`config.mk`:
```
export PLATFORM = sky130hd
export DESIGN_NAME = traffic_phase_sequencer
export DESIGN_NICKNAME = d
export VERILOG_FILES = /design/src/rtl/traffic_phase_sequencer.sv
export SDC_FILE = /design/constraint.sdc
export NUM_CORES = 1
export LEC_CHECK = 0
export BUFFER_PORTS_ARGS = -buffer_cell sky130_fd_sc_hd__buf_2
export CAP_MARGIN = 20
export CORE_ASPECT_RATIO = 1.4
export CORE_MARGIN = 1.5
export CORE_UTILIZATION = 30
export CTS_BUF_LIST = sky130_fd_sc_hd__clkbuf_8
export DETAILED_ROUTE_END_ITERATION = 10
export GPL_TIMING_DRIVEN = 0
export PLACE_DENSITY = 0.43
export REMOVE_ABC_BUFFERS = 1
export SLEW_MARGIN = 0
export SYNTH_ARGS = -nofsm -noshare
export SYNTH_HDL_FRONTEND = slang
export SYNTH_SLANG_ARGS = --single-unit
```
`constraint.sdc`:
```
create_clock -name clk -period 3.7 [get_ports clk]
set_input_delay 0.74 -clock clk [delete_from_list [all_inputs] [get_ports clk]]
set_output_delay 0.74 -clock clk [all_outputs]
set_load 0.005 [all_outputs]
```
`src/rtl/traffic_phase_sequencer.sv`:
```
// Two-road timed intersection controller: registered 5-bit phase code plus R/Y/G lamp drives.
// Optional maintenance flash mode is compiled in with FLASH_MODE_EN.
module traffic_phase_sequencer #(
  parameter int TICK_DIV    = 100000000,
  parameter int T_MIN_GREEN = 5,
  parameter int T_MAX_GREEN = 10,
  parameter int T_YELLOW    = 3,
  parameter int T_ALLRED    = 1,
  parameter int T_REDYEL    = 1
) (
  input  logic       clk,
  input  logic       reset,
  input  logic       sa,
  input  logic       sb,
  input  logic       maint,
  output logic [4:0] phase_idx,
  output logic       phase_chg,
  output logic [2:0] lights_a,
  output logic [2:0] lights_b
);

  typedef enum logic [4:0] {
    A_GREEN   = 5'd0,
    A_YELLOW  = 5'd1,
    ALLRED_AB = 5'd2,
    B_REDYEL  = 5'd3,
    B_GREEN   = 5'd4,
    B_YELLOW  = 5'd5,
    ALLRED_BA = 5'd6,
    A_REDYEL  = 5'd7,
    FLASH_ON  = 5'd16,
    FLASH_OFF = 5'd17
  } phase_t;

  localparam int PW = (TICK_DIV > 1) ? $clog2(TICK_DIV) : 1;
  localparam int DW = (T_MAX_GREEN > 0) ? $clog2(T_MAX_GREEN + 1) : 1;

  localparam logic [PW-1:0] PRE_LAST = PW'(TICK_DIV - 1);
  localparam logic [DW-1:0] D_SAT    = DW'(T_MAX_GREEN);
  localparam logic [DW:0]   MIN_L    = (DW+1)'(T_MIN_GREEN);
  localparam logic [DW:0]   MAX_L    = (DW+1)'(T_MAX_GREEN);
  localparam logic [DW:0]   YEL_L    = (DW+1)'(T_YELLOW);
  localparam logic [DW:0]   AR_L     = (DW+1)'(T_ALLRED);
  localparam logic [DW:0]   RY_L     = (DW+1)'(T_REDYEL);

  phase_t        state, next_state, seq_next;
  logic [PW-1:0] pre_cnt;
  logic          tick;
  logic [DW-1:0] dwell, dwell_next;
  logic [DW:0]   len;
  logic          phase_end;
  logic [1:0]    sa_sync, sb_sync;
  logic          sa_s, sb_s;
  logic [2:0]    la_next, lb_next;

  assign tick = (pre_cnt == PRE_LAST);
  assign sa_s = sa_sync[1];
  assign sb_s = sb_sync[1];
  assign len  = {1'b0, dwell} + (DW+1)'(1);

`ifdef FLASH_MODE_EN
  logic [1:0] maint_sync;
  logic       maint_s;
  assign maint_s = maint_sync[1];

  always_ff @(posedge clk or posedge reset) begin
    if (reset) maint_sync <= '0;
    else       maint_sync <= {maint_sync[0], maint};
  end
`else
  logic unused_maint;
  assign unused_maint = maint;
`endif

  always_ff @(posedge clk or posedge reset) begin
    if (reset) begin
      sa_sync <= '0;
      sb_sync <= '0;
      pre_cnt <= '0;
    end else begin
      sa_sync <= {sa_sync[0], sa};
      sb_sync <= {sb_sync[0], sb};
      pre_cnt <= tick ? '0 : pre_cnt + PW'(1);
    end
  end

  // Phase end condition and successor in the fixed 0..7 ring.
  always_comb begin
    phase_end = 1'b0;
    seq_next  = ALLRED_BA;
    unique case (state)
      A_GREEN:   begin phase_end = (len >= MIN_L && sb_s) || (len >= MAX_L); seq_next = A_YELLOW;  end
      A_YELLOW:  begin phase_end = (len == YEL_L);                            seq_next = ALLRED_AB; end
      ALLRED_AB: begin phase_end = (len == AR_L);                             seq_next = B_REDYEL;  end
      B_REDYEL:  begin phase_end = (len == RY_L);                             seq_next = B_GREEN;   end
      B_GREEN:   begin phase_end = (len >= MIN_L && sa_s) || (len >= MAX_L); seq_next = B_YELLOW;  end
      B_YELLOW:  begin phase_end = (len == YEL_L);                            seq_next = ALLRED_BA; end
      ALLRED_BA: begin phase_end = (len == AR_L);                             seq_next = A_REDYEL;  end
      A_REDYEL:  begin phase_end = (len == RY_L);                             seq_next = A_GREEN;   end
      default:   begin phase_end = 1'b1;                                      seq_next = ALLRED_BA; end
    endcase
  end

  always_comb begin
    next_state = state;
    if (tick) begin
`ifdef FLASH_MODE_EN
      // Maintenance overrides every phase; leaving flash resumes via the B->A clearance.
      if (state == FLASH_ON || state == FLASH_OFF)
        next_state = maint_s ? ((state == FLASH_ON) ? FLASH_OFF : FLASH_ON) : ALLRED_BA;
      else if (maint_s)
        next_state = FLASH_ON;
      else if (phase_end)
        next_state = seq_next;
`else
      if (phase_end)
        next_state = seq_next;
`endif
    end
  end

  always_comb begin
    dwell_next = dwell;
    if (tick) begin
      if (next_state != state)  dwell_next = '0;
      else if (dwell != D_SAT)  dwell_next = dwell + DW'(1);
    end
  end

  always_comb begin
    la_next = 3'b100;
    lb_next = 3'b100;
    unique case (next_state)
      A_GREEN:   la_next = 3'b001;
      A_YELLOW:  la_next = 3'b010;
      B_REDYEL:  lb_next = 3'b110;
      B_GREEN:   lb_next = 3'b001;
      B_YELLOW:  lb_next = 3'b010;
      A_REDYEL:  la_next = 3'b110;
      FLASH_ON:  begin la_next = 3'b010; lb_next = 3'b010; end
      FLASH_OFF: begin la_next = 3'b000; lb_next = 3'b000; end
      default:   begin la_next = 3'b100; lb_next = 3'b100; end
    endcase
  end

  always_ff @(posedge clk or posedge reset) begin
    if (reset) begin
      state     <= ALLRED_BA;
      dwell     <= '0;
      phase_chg <= 1'b0;
      lights_a  <= 3'b100;
      lights_b  <= 3'b100;
    end else begin
      state     <= next_state;
      dwell     <= dwell_next;
      phase_chg <= (next_state != state);
      lights_a  <= la_next;
      lights_b  <= lb_next;
    end
  end

  assign phase_idx = state;

endmodule

```
==> results of run 1 <==
==> per-layer routing <==
layer	routed length, µm	track usage (%)
met1	2140	14.9
met2	2280	19.9
met3	103	2.97
met4	87	5.06
met5	0	0
==> logic make-up (layout without fill, tap and decap cells) <==
logic type / after synthesis / after routing
AND/OR/NAND/NOR: 102 / 102
flip-flops: 47 / 47
AO/OA/AOI/OAI: 29 / 29
XOR/XNOR: 27 / 27
buffers and inverters: 19 / 39
adder cells (fa/ha/maj): 4 / 4
multiplexers: 1 / 1
==> worst max-delay path: stages (launching register included) <==
cell and delay [ns]:
dfrtp_1 0.43, ha_1 0.26, nand4_1 0.33, nor3_4 0.67, a31oi_1 0.26, o221ai_4 0.29, xnor2_1 0.12, o32ai_2 0.22
==> cells in the final DEF (no fill, tap or decap), types with 5 or more instances in the layout <==
| master | synthesis | routed |
|---|---|---|
| xor2_1 | 18 | 18 |
| o21ai_0 | 12 | 12 |
| dfrtp_1 | 43 | 43 |
| nor3_1 | 5 | 5 |
| nand3_1 | 13 | 13 |
| nor2_1 | 23 | 23 |
| inv_1 | 14 | 13 |
| and3_1 | 10 | 10 |
| buf_2 | 2 | 15 |
| clkbuf_8 | 0 | 5 |
| nand2_1 | 21 | 21 |
| xnor2_1 | 9 | 9 |
==> area by class of cell <==
| class | count | area share, % |
|---|---|---|
| timing repair buffer | 17 | 4.15 |
| clock inverter | 3 | 1.79 |
| tap | 97 | 4.57 |
| clock buffer | 5 | 2.59 |
| multi-input combinational | 163 | 40.5 |
| sequential | 47 | 44.5 |
| inverter | 14 | 1.98 |
==> flip-flops by register name (all words and copies together) (netlist names) <==
register   flops
dwell          4
sa_sync        2
phase_idx      5
sb_sync        2
lights_a       3
pre_cnt       27
phase_chg      1
lights_b       3
==> power by group through the flow <==
| stage | registers [mW] | logic, mW | clock network, mW |
|---|---|---|---|
| floorplan | 0.526 | 0.00812 | 0 |
| global placement | 0.527 | 0.0130 | 0 |
| detailed placement | 0.526 | 0.0159 | 0 |
| CTS | 0.516 | 0.0158 | 0.410 |
| global route | 0.517 | 0.0174 | 0.429 |
| finish | 0.516 | 0.0146 | 0.392 |
==> worst max-delay path by stage <==
stage | from | slack [ns] | depth (start not counted) | endpoint
detailed placement | pre_cnt[0]$_DFF_PP0_ | 0.95 | 7 | lights_a[1]$_DFF_PP0_
finish | pre_cnt[0]$_DFF_PP0_ | 1.02 | 7 | lights_a[1]$_DFF_PP0_
floorplan | pre_cnt[2]$_DFF_PP0_ | 0.95 | 7 | lights_a[2]$_DFF_PP1_
global placement | pre_cnt[0]$_DFF_PP0_ | -0.17 | 7 | lights_a[1]$_DFF_PP0_
global route | pre_cnt[0]$_DFF_PP0_ | 0.68 | 7 | lights_a[1]$_DFF_PP0_
CTS | pre_cnt[0]$_DFF_PP0_ | 0.90 | 7 | lights_a[1]$_DFF_PP0_
==> results.py, run 1 <==
metrics = {
    "grt": {
        "gr-total-overflow": 0,
        "grt_pass1_wl_um": 7890,
        "grt_use_total_pct": 12.1,
        "antenna_found_initial": 0,
        "grt_pass1_vias": 1677,
        "grt_max_degree": 42,
    },
    "layout": {
        "area_growth_pct": 13.6,
        "n_antenna_cell": 0,
        "multi_input_area_um2": 1070,
        "drive_gt1_share_pct": 16.5,
        "stdcell_count": 346,
        "nNetsFinal": 257,
        "n_fill_cell": 781,
        "post-route-cell-area_um2": 2660,
        "regArea_um2": 1180,
        "final_util_pct": 35.6,
    },
    "synthesis": {
        "synth_top_family_by_area": "simple AND/OR/NAND/NOR gates",
        "ys_seq_elements": 47,
        "yosysUniqueCellTypes": 46,
        "synthMuxAreaShare_pct": 0.428,
        "avgSynthCellArea_um2": 10.2,
        "synth_fa_ha_area_share_pct": 2.14,
        "synth_simple_gate_area_share_pct": 23.1,
        "seq_area_frac_synth_pct": 50.5,
        "synth_cells": 229,
        "ys_top_cells_by_area": "dfrtp_1 (46%), xor2_1 (6.7%), dfstp_2 (4.5%), nor2_1 (3.7%), nand2_1 (3.4%)",
        "synth_edf_count": 0,
        "ys.warnings.count": 0,
        "synth_ff_type": "dfrtp_1",
        "syn_area_um2": 2340,
        "synth.most_common_cell": "dfrtp_1",
        "async_reset_ff_share_pct": 100,
        "yosysTopAreaCellShare_pct": 46.0,
        "yosysTopAreaCell": "dfrtp_1",
        "synth_compound_area_share_pct": 9.95,
        "synth_xor_area_share_pct": 10.1,
        "synthTopCellsByCount": "dfrtp_1 (43), nor2_1 (23), nand2_1 (21)",
    },
    "setup_path": {
        "cp_data_required_time_ns": 3.92,
        "startpoint_type": "flip-flop",
        "reg2reg_to": "lights_a[1]$_DFF_PP0_",
        "end_kind": "flip-flop",
        "crit_type": "reg -> reg",
        "rrSetupSlack_ns": 1.02,
        "r2r-start": "pre_cnt[0]$_DFF_PP0_",
        "path_max_fanout": 16,
        "crit_arrival_ns": 2.89,
        "reg2reg_depth": 7,
    },
    "sta": {
        "period_needed_ns": 2.68,
        "timing.final.crit_share_pct": 72.3,
        "drv_slew": 0,
        "setup-violations-final": 0,
        "rsz0062_at_grt": "false",
        "max-slew-margin-rel_pct": 56.7,
        "worstMarginPinSlew_ns": 0.648,
        "whs_ns": 0.321,
        "fin_ws_ns": 1.02,
        "tns_ns": 0,
        "hold_viol": 0,
        "clock.fmax_mhz": 374,
        "finalClockSkew_ns": 0.00967,
    },
    "clock_network": {
        "cts_root_buf": "clkbuf_8",
        "ctsResizeCount": 0,
        "clkLatencyLatePin_ns": 0.31,
        "clk_pin_slew_ns": 0.10,
        "htreeDepth": 2,
        "postCtsHoldBufs": 0,
        "cts_buffers": 5,
        "cts_tree": "yes",
        "clockBufferDepth": 2,
        "cts_setup_buffers": 0,
        "cts.sink_count": 47,
    },
    "floorplanning": {
        "core_um2": 7450,
        "ioPinCount": 17,
        "dieArea_um2": 8340,
        "rows": 37,
        "start_util_pct": 31.4,
        "fp.dieW_um": 77.6,
        "chipHeight_um": 107,
    },
    "drt": {
        "drt_pass1_iterations": 4,
        "drt-total-wl_um": 4620,
        "vias": 1643,
        "drtAntennaViolNets": 0,
        "drt_iter0_drc": 61,
        "via_per_inst": 4.75,
        "post-route-drc-count": 0,
        "wire_per_inst_um": 13.3,
    },
    "outcome": {
        "status": "complete, no violations",
    },
    "power": {
        "internal_power_mw": 0.724,
        "p_clk_share_pct": 42.5,
        "sw_frac_of_total_pct": 21.5,
        "power.density_nw_per_um2": 347,
        "ir_drop_v": 0.000169,
        "switchingPower_mw": 0.199,
        "p_leak_nw": 1.31,
        "p_seq_share_pct": 56.0,
        "combPwrFrac_pct": 1.6,
        "p_total_mw": 0.923,
    },
    "worst_hold_path": {
        "min_path_type": "in -> async",
    },
    "placement": {
        "dp.cells": 338,
        "portBuffers": 15,
        "hpwl_um": 3310,
        "gp_congestion": 0.770,
        "placed_area_um2": 2540,
        "dp_slack_ns": 0.945,
    },
    "job": {
        "drv_cap": 0,
    },
}
(Power assumes the default switching activity.)
==> run 2: changes to the inputs <==
--- a/config.mk
+++ b/config.mk
@@ -5,6 +5,7 @@
 export SDC_FILE = /design/constraint.sdc
 export NUM_CORES = 1
 export LEC_CHECK = 0
+export ABC_AREA = 1
 export BUFFER_PORTS_ARGS = -buffer_cell sky130_fd_sc_hd__buf_2
 export CAP_MARGIN = 20
 export CORE_ASPECT_RATIO = 1.4
@@ -13,7 +14,7 @@
 export CTS_BUF_LIST = sky130_fd_sc_hd__clkbuf_8
 export DETAILED_ROUTE_END_ITERATION = 10
 export GPL_TIMING_DRIVEN = 0
-export PLACE_DENSITY = 0.43
+export PLACE_DENSITY = 0.45
 export REMOVE_ABC_BUFFERS = 1
 export SLEW_MARGIN = 0
 export SYNTH_ARGS = -nofsm -noshare
==> constraint.sdc (replaced) <==
create_clock -name clk -period 2.3 [get_ports clk]
set_input_delay 0.46 -clock clk [delete_from_list [all_inputs] [get_ports clk]]
set_output_delay 0.46 -clock clk [all_outputs]
set_load 0.005 [all_outputs]
==> run 2 against run 1 <==
Against the previous run: worst setup slack worse by 0.89 ns; combinational power up 66%; largest cell class unchanged; total power up 69%; utilization up 2.1 points; critical path type unchanged.
==> results.py, run 2 <==
metrics = {
    "sta": {
        "max-slew-margin-rel_pct": 63.9,
        "tns_ns": 0,
        "hold_viol": 0,
        "fin_ws_ns": 0.137,
        "rsz0062_at_grt": "true",
        "timing.final.crit_share_pct": 94.0,
        "finalClockSkew_ns": 0.00843,
        "drv_slew": 0,
        "period_needed_ns": 2.16,
        "clock.fmax_mhz": 462,
        "worstMarginPinSlew_ns": 0.536,
        "whs_ns": 0.124,
        "setup-violations-final": 0,
    },
    "power": {
        "p_seq_share_pct": 53.1,
        "internal_power_mw": 1.27,
        "sw_frac_of_total_pct": 19.1,
        "p_clk_share_pct": 45.4,
        "p_total_mw": 1.56,
        "power.density_nw_per_um2": 529,
        "p_leak_nw": 1.52,
        "combPwrFrac_pct": 1.5,
        "switchingPower_mw": 0.298,
        "ir_drop_v": 0.000307,
    },
    "setup_path": {
        "r2r-start": "pre_cnt[0]$_DFF_PP0_",
        "reg2reg_to": "lights_b[2]$_DFF_PP1_",
        "crit_arrival_ns": 2.40,
        "end_kind": "flip-flop",
        "reg2reg_depth": 14,
        "rrSetupSlack_ns": 0.14,
        "cp_data_required_time_ns": 2.54,
        "path_max_fanout": 4,
        "startpoint_type": "flip-flop",
        "crit_type": "reg -> reg",
    },
    "synthesis": {
        "ys.warnings.count": 0,
        "syn_area_um2": 2460,
        "synth.most_common_cell": "nand2_1",
        "synth_cells": 314,
        "ys_seq_elements": 47,
        "ys_top_cells_by_area": "dfrtp_1 (44%), nand2_1 (9.6%), inv_1 (9.0%), nor2_1 (5.2%), nand3_1 (4.7%)",
        "avgSynthCellArea_um2": 7.83,
        "async_reset_ff_share_pct": 100,
        "yosysTopAreaCell": "dfrtp_1",
        "seq_area_frac_synth_pct": 48.1,
        "synth_edf_count": 0,
        "synth_ff_type": "dfrtp_1",
        "synthTopCellsByCount": "nand2_1 (63), inv_1 (59), dfrtp_1 (43)",
        "yosysTopAreaCellShare_pct": 43.8,
        "yosysUniqueCellTypes": 30,
    },
    "clock_network": {
        "clkLatencyLatePin_ns": 0.30,
        "clockBufferDepth": 2,
        "clk_pin_slew_ns": 0.09,
        "cts_tree": "yes",
        "cts_root_buf": "clkbuf_8",
        "postCtsHoldBufs": 0,
        "cts.sink_count": 47,
        "cts_buffers": 5,
        "htreeDepth": 2,
    },
    "placement": {
        "portBuffers": 15,
        "gp_congestion": 0.846,
        "placed_area_um2": 2680,
        "hpwl_um": 4060,
        "dp_slack_ns": -0.257,
    },
    "grt": {
        "gr-total-overflow": 0,
        "antenna_found_initial": 0,
        "grt_pass1_vias": 2021,
        "grt_use_total_pct": 14.0,
        "grt_pass1_wl_um": 9380,
        "grt_max_degree": 33,
    },
    "drt": {
        "drtAntennaViolNets": 0,
        "drt_pass1_iterations": 4,
        "wire_per_inst_um": 12.4,
        "drt_iter0_drc": 58,
        "post-route-drc-count": 0,
        "drt-total-wl_um": 5560,
        "via_per_inst": 4.65,
        "vias": 2078,
    },
    "job": {
        "drv_cap": 0,
    },
    "layout": {
        "nNetsFinal": 355,
        "n_antenna_cell": 0,
        "final_cell_mix": "nand2_1 (62), inv_1 (59), dfrtp_1 (40)",
        "final_common_cell": "nand2_1",
        "area_growth_pct": 20.4,
        "post-route-cell-area_um2": 2960,
        "top_register": "pre_cnt",
        "largest_register_ffs": 27,
        "drive_gt1_share_pct": 19.6,
    },
    "floorplanning": {
        "core_um2": 7850,
        "fp.dieW_um": 79.5,
        "rows": 38,
        "ioPinCount": 17,
        "start_util_pct": 31.3,
        "dieArea_um2": 8750,
        "chipHeight_um": 110,
    },
    "outcome": {
        "status": "complete, no violations",
    },
    "worst_hold_path": {
        "min_path_type": "in -> async",
    },
}
[run 2: cell types whose count changed after synthesis, moves of 6 or more]
cell	previous run	this run
a21oi_1	1	12
and3_1	10	0
inv_1	14	59
nand2_1	21	63
nand3_1	13	23
nand4_1	4	11
nor2_1	23	34
nor3_1	5	11
xnor2_1	9	1
xor2_1	18	5
[run 2: routing by layer]
layer	vias to the layer above	track usage, %	wire length [µm]
li1	1061	-	-
met1	981	15.4	2340
met2	25	25.5	2960
met3	11	2.39	102
met4	0	7.14	154
met5	-	0	0
[run 2: layout make-up]
cell class	instances	area, µm²
clock inverters	3	63.8
fillers	825	4890
inverters	63	236
flip-flops and latches	47	1180
multi-input cells	204	1110
clock buffers	5	68.8
well taps	100	125
repair buffers	25	166
[run 2: how the worst max path moves through the flow]
stage	from	endpoint	slack, ns	cells after the start
3_3_place_gp	pre_cnt[0]$_DFF_PP0_	lights_b[2]$_DFF_PP1_	-0.28	12
6_report	pre_cnt[0]$_DFF_PP0_	lights_b[2]$_DFF_PP1_	0.14	14
5_1_grt	pre_cnt[0]$_DFF_PP0_	lights_b[2]$_DFF_PP1_	-0.04	14
3_5_place_dp	pre_cnt[0]$_DFF_PP0_	lights_b[2]$_DFF_PP1_	-0.26	12
2_1_floorplan	pre_cnt[0]$_DFF_PP0_	pre_cnt[26]$_DFF_PP0_	0.30	9
4_1_cts	pre_cnt[0]$_DFF_PP0_	lights_b[2]$_DFF_PP1_	0.01	14
[run 2: what timing repair did]
action | in CTS | in global routing
resized for setup | 4 | 14
buffers inserted | 5 | 4
pin swaps | 3 | 3
endpoints found under the setup margin | 13 | 17
hold endpoints to repair | 0 | 0
[run 2: metrics by stage]
stage,cells,utilization (%)
2_1_floorplan,314,-
4_1_cts,443,36.5
5_1_grt,447,37.7
3_5_place_dp,430,34.1
6_report,447,37.7
3_3_place_gp,429,33.9
[run 2: power by group through the flow]
stage | clock [mW] | combinational (mW) | sequential, mW
final | 0.709 | 0.0242 | 0.830
after global routing | 0.774 | 0.0286 | 0.831
after CTS | 0.744 | 0.0264 | 0.830
after detailed placement | 0 | 0.0263 | 0.846
after global placement | 0 | 0.0218 | 0.847
after floorplan | 0 | 0.0130 | 0.846
[run 2: critical path, cell delays in order (launching register included)]
cell and delay (ns):
dfrtp_1 0.43, ha_4 0.19, nand4_4 0.12, nor3_4 0.26
buf_6 0.16, inv_2 0.05, nor3_4 0.24, nand2_2 0.10
nand2_1 0.08, nand2_2 0.09, nand2_2 0.09, inv_2 0.04
nand2_1 0.09, nand2_1 0.07, o21ai_2 0.10
[run 2: cell families (layout without fill, tap and decap cells)]
family,count (synthesis),count (layout),synth area share (%)
adders and majority gates,4,4,2.04
and+or+nand+nor,160,160,30.3
DFF,47,47,48.1
xor gates and xnor gates,6,6,2.14
AOI/OAI and AO/OA,34,34,7.79
buffers and inverters,63,96,9.62
==> run 3: changes to the inputs <==
--- a/config.mk
+++ b/config.mk
@@ -14,7 +14,7 @@
 export CTS_BUF_LIST = sky130_fd_sc_hd__clkbuf_8
 export DETAILED_ROUTE_END_ITERATION = 10
 export GPL_TIMING_DRIVEN = 0
-export PLACE_DENSITY = 0.45
+export PLACE_DENSITY = 0.43
 export REMOVE_ABC_BUFFERS = 1
 export SLEW_MARGIN = 0
 export SYNTH_ARGS = -nofsm -noshare
==> constraint.sdc (replaced) <==
create_clock -name clk -period 2.4 [get_ports clk]
set_input_delay 0.48 -clock clk [delete_from_list [all_inputs] [get_ports clk]]
set_output_delay 0.48 -clock clk [all_outputs]
set_load 0.005 [all_outputs]
==> run 3 against run 2 <==
Against the previous run: total power decreased by 15%; via count increased by 1.8%; clock skew increased by 0.0075 ns; highest routed layer unchanged; non-clock buffer count increased by 1; register-to-register slack improved by 0.07 ns; largest cell class unchanged.
==> results.py, run 3 (synthesis results as in run 2) <==
metrics = {
    "power": {
        "p_leak_nw": 1.50,
        "internal_power_mw": 1.01,
        "sw_frac_of_total_pct": 24.2,
        "power.density_nw_per_um2": 462,
        "switchingPower_mw": 0.323,
        "ir_drop_v": 0.000212,
        "p_clk_share_pct": 38.5,
        "combPwrFrac_pct": 1.8,
        "p_seq_share_pct": 59.7,
    },
    "sta": {
        "timing.final.crit_share_pct": 91.5,
        "worstMarginPinSlew_ns": 0.541,
        "drv_slew": 0,
        "hold_viol": 0,
        "clock.fmax_mhz": 455,
        "rsz0062_at_grt": "false",
        "finalClockSkew_ns": 0.0160,
        "fin_ws_ns": 0.205,
        "period_needed_ns": 2.20,
        "max-slew-margin-rel_pct": 63.6,
        "setup-violations-final": 0,
    },
    "layout": {
        "post-route-cell-area_um2": 2880,
        "n_antenna_cell": 0,
        "nNetsFinal": 356,
        "top_register": "pre_cnt",
        "final_common_cell": "nand2_1",
        "final_util_pct": 36.7,
        "area_growth_pct": 17.3,
        "final_cell_mix": "nand2_1 (62), inv_1 (57), dfrtp_1 (42)",
        "drive_gt1_share_pct": 19.3,
        "largest_register_ffs": 27,
    },
    "floorplanning": {
        "fp.dieW_um": 79.5,
        "rows": 38,
        "ioPinCount": 17,
        "start_util_pct": 31.3,
        "core_um2": 7850,
        "chipHeight_um": 110,
        "dieArea_um2": 8750,
    },
    "placement": {
        "dp_slack_ns": -0.222,
        "gp_congestion": 0.793,
        "placed_area_um2": 2680,
        "hpwl_um": 4140,
        "portBuffers": 15,
    },
    "clock_network": {
        "clk_pin_slew_ns": 0.11,
        "clkLatencyLatePin_ns": 0.31,
        "cts_tree": "yes",
        "cts.sink_count": 47,
        "cts_root_buf": "clkbuf_8",
        "postCtsHoldBufs": 0,
        "cts_buffers": 5,
        "htreeDepth": 2,
        "clockBufferDepth": 2,
    },
    "drt": {
        "post-route-drc-count": 0,
        "vias": 2116,
        "drt_iter0_drc": 75,
        "via_per_inst": 4.72,
        "wire_per_inst_um": 12.6,
        "drtAntennaViolNets": 0,
        "drt_pass1_iterations": 4,
        "drt-total-wl_um": 5660,
    },
    "grt": {
        "grt_max_degree": 34,
        "grt_use_total_pct": 14.5,
        "antenna_found_initial": 0,
        "grt_pass1_wl_um": 9800,
        "gr-total-overflow": 0,
        "grt_pass1_vias": 2113,
    },
    "setup_path": {
        "path_max_fanout": 4,
        "crit_type": "reg -> reg",
        "cp_data_required_time_ns": 2.65,
        "crit_arrival_ns": 2.45,
        "end_kind": "flip-flop",
        "rrSetupSlack_ns": 0.20,
        "startpoint_type": "flip-flop",
    },
    "outcome": {
        "status": "complete, no violations",
    },
    "job": {
        "drv_cap": 0,
    },
    "worst_hold_path": {
        "min_path_type": "in -> async",
    },
}
## run 3: per-stage QoR
| step | hold WS [ns] | std cells | power, mW | setup TNS [ns] |
|---|---|---|---|---|
| floorplan | 0.331 | 314 | 0.823 | 0 |
| global placement | 0.333 | 429 | 0.833 | -1.86 |
| detailed placement | 0.339 | 430 | 0.837 | -1.24 |
| CTS | 0.134 | 444 | 1.36 | 0 |
| global route | 0.139 | 448 | 1.39 | 0 |
| finish | 0.122 | 448 | 1.33 | 0 |
## run 3: metal layers
| layer | global-route usage [%] | share of wire, % | vias to the layer above |
|---|---|---|---|
| li1 | - | - | 1067 |
| met4 | 7.14 | 2.5 | 0 |
| met1 | 16.8 | 43 | 1002 |
| met2 | 25.5 | 52 | 35 |
| met5 | 0 | 0 | - |
| met3 | 2.55 | 2.3 | 12 |
## run 3: final timing paths
kind	from	end	depth (start not counted)
max in group asynchronous	reset	phase_idx[1]$_DFF_PP1_	3
min in group clk	sa	sa_sync[0]$_DFF_PP0_	1
setup reg to reg	pre_cnt[0]$_DFF_PP0_	lights_b[2]$_DFF_PP1_	12
setup / recovery	pre_cnt[0]$_DFF_PP0_	lights_b[2]$_DFF_PP1_	12
hold / removal	reset	lights_a[0]$_DFF_PP0_	2
hold reg to reg	sb_sync[0]$_DFF_PP0_	sb_sync[1]$_DFF_PP0_	0
## run 3: final cells by class
| cell class | count | area, µm² |
|---|---|---|
| fill | 853 | 4960 |
| sequential | 47 | 1180 |
| multi-input combinational | 204 | 1080 |
| inverter | 63 | 236 |
| timing repair buffer | 26 | 170 |
| tap | 100 | 125 |
| clock buffer | 5 | 68.8 |
| clock inverter | 3 | 23.8 |
## run 3: timing repair
item                                    4_1_cts  5_1_grt
endpoints found under the setup margin       12       12
gates resized for setup                       1       11
setup buffers                                 6        4
pin swaps                                     3        0
## run 3: worst max-delay path, cell delays in order (launching register included)
cell and delay, ns:
dfrtp_1 0.42, ha_2 0.26, nand4_4 0.14, nor3_4 0.20
buf_4 0.16, nand4_1 0.19, buf_4 0.23, nor2_2 0.13
nor2_1 0.06, nor2_2 0.15, nand2_1 0.09, nand2_1 0.08
o21ai_2 0.05
## run 3: power by group through the flow
stage / Sequential, mW / Clock (mW) / Combinational [mW]
2_1_floorplan: 0.811 / 0 / 0.0125
3_3_place_gp: 0.811 / 0 / 0.0213
3_5_place_dp: 0.811 / 0 / 0.0262
4_1_cts: 0.796 / 0.535 / 0.0260
5_1_grt: 0.797 / 0.561 / 0.0288
6_report: 0.796 / 0.513 / 0.0238
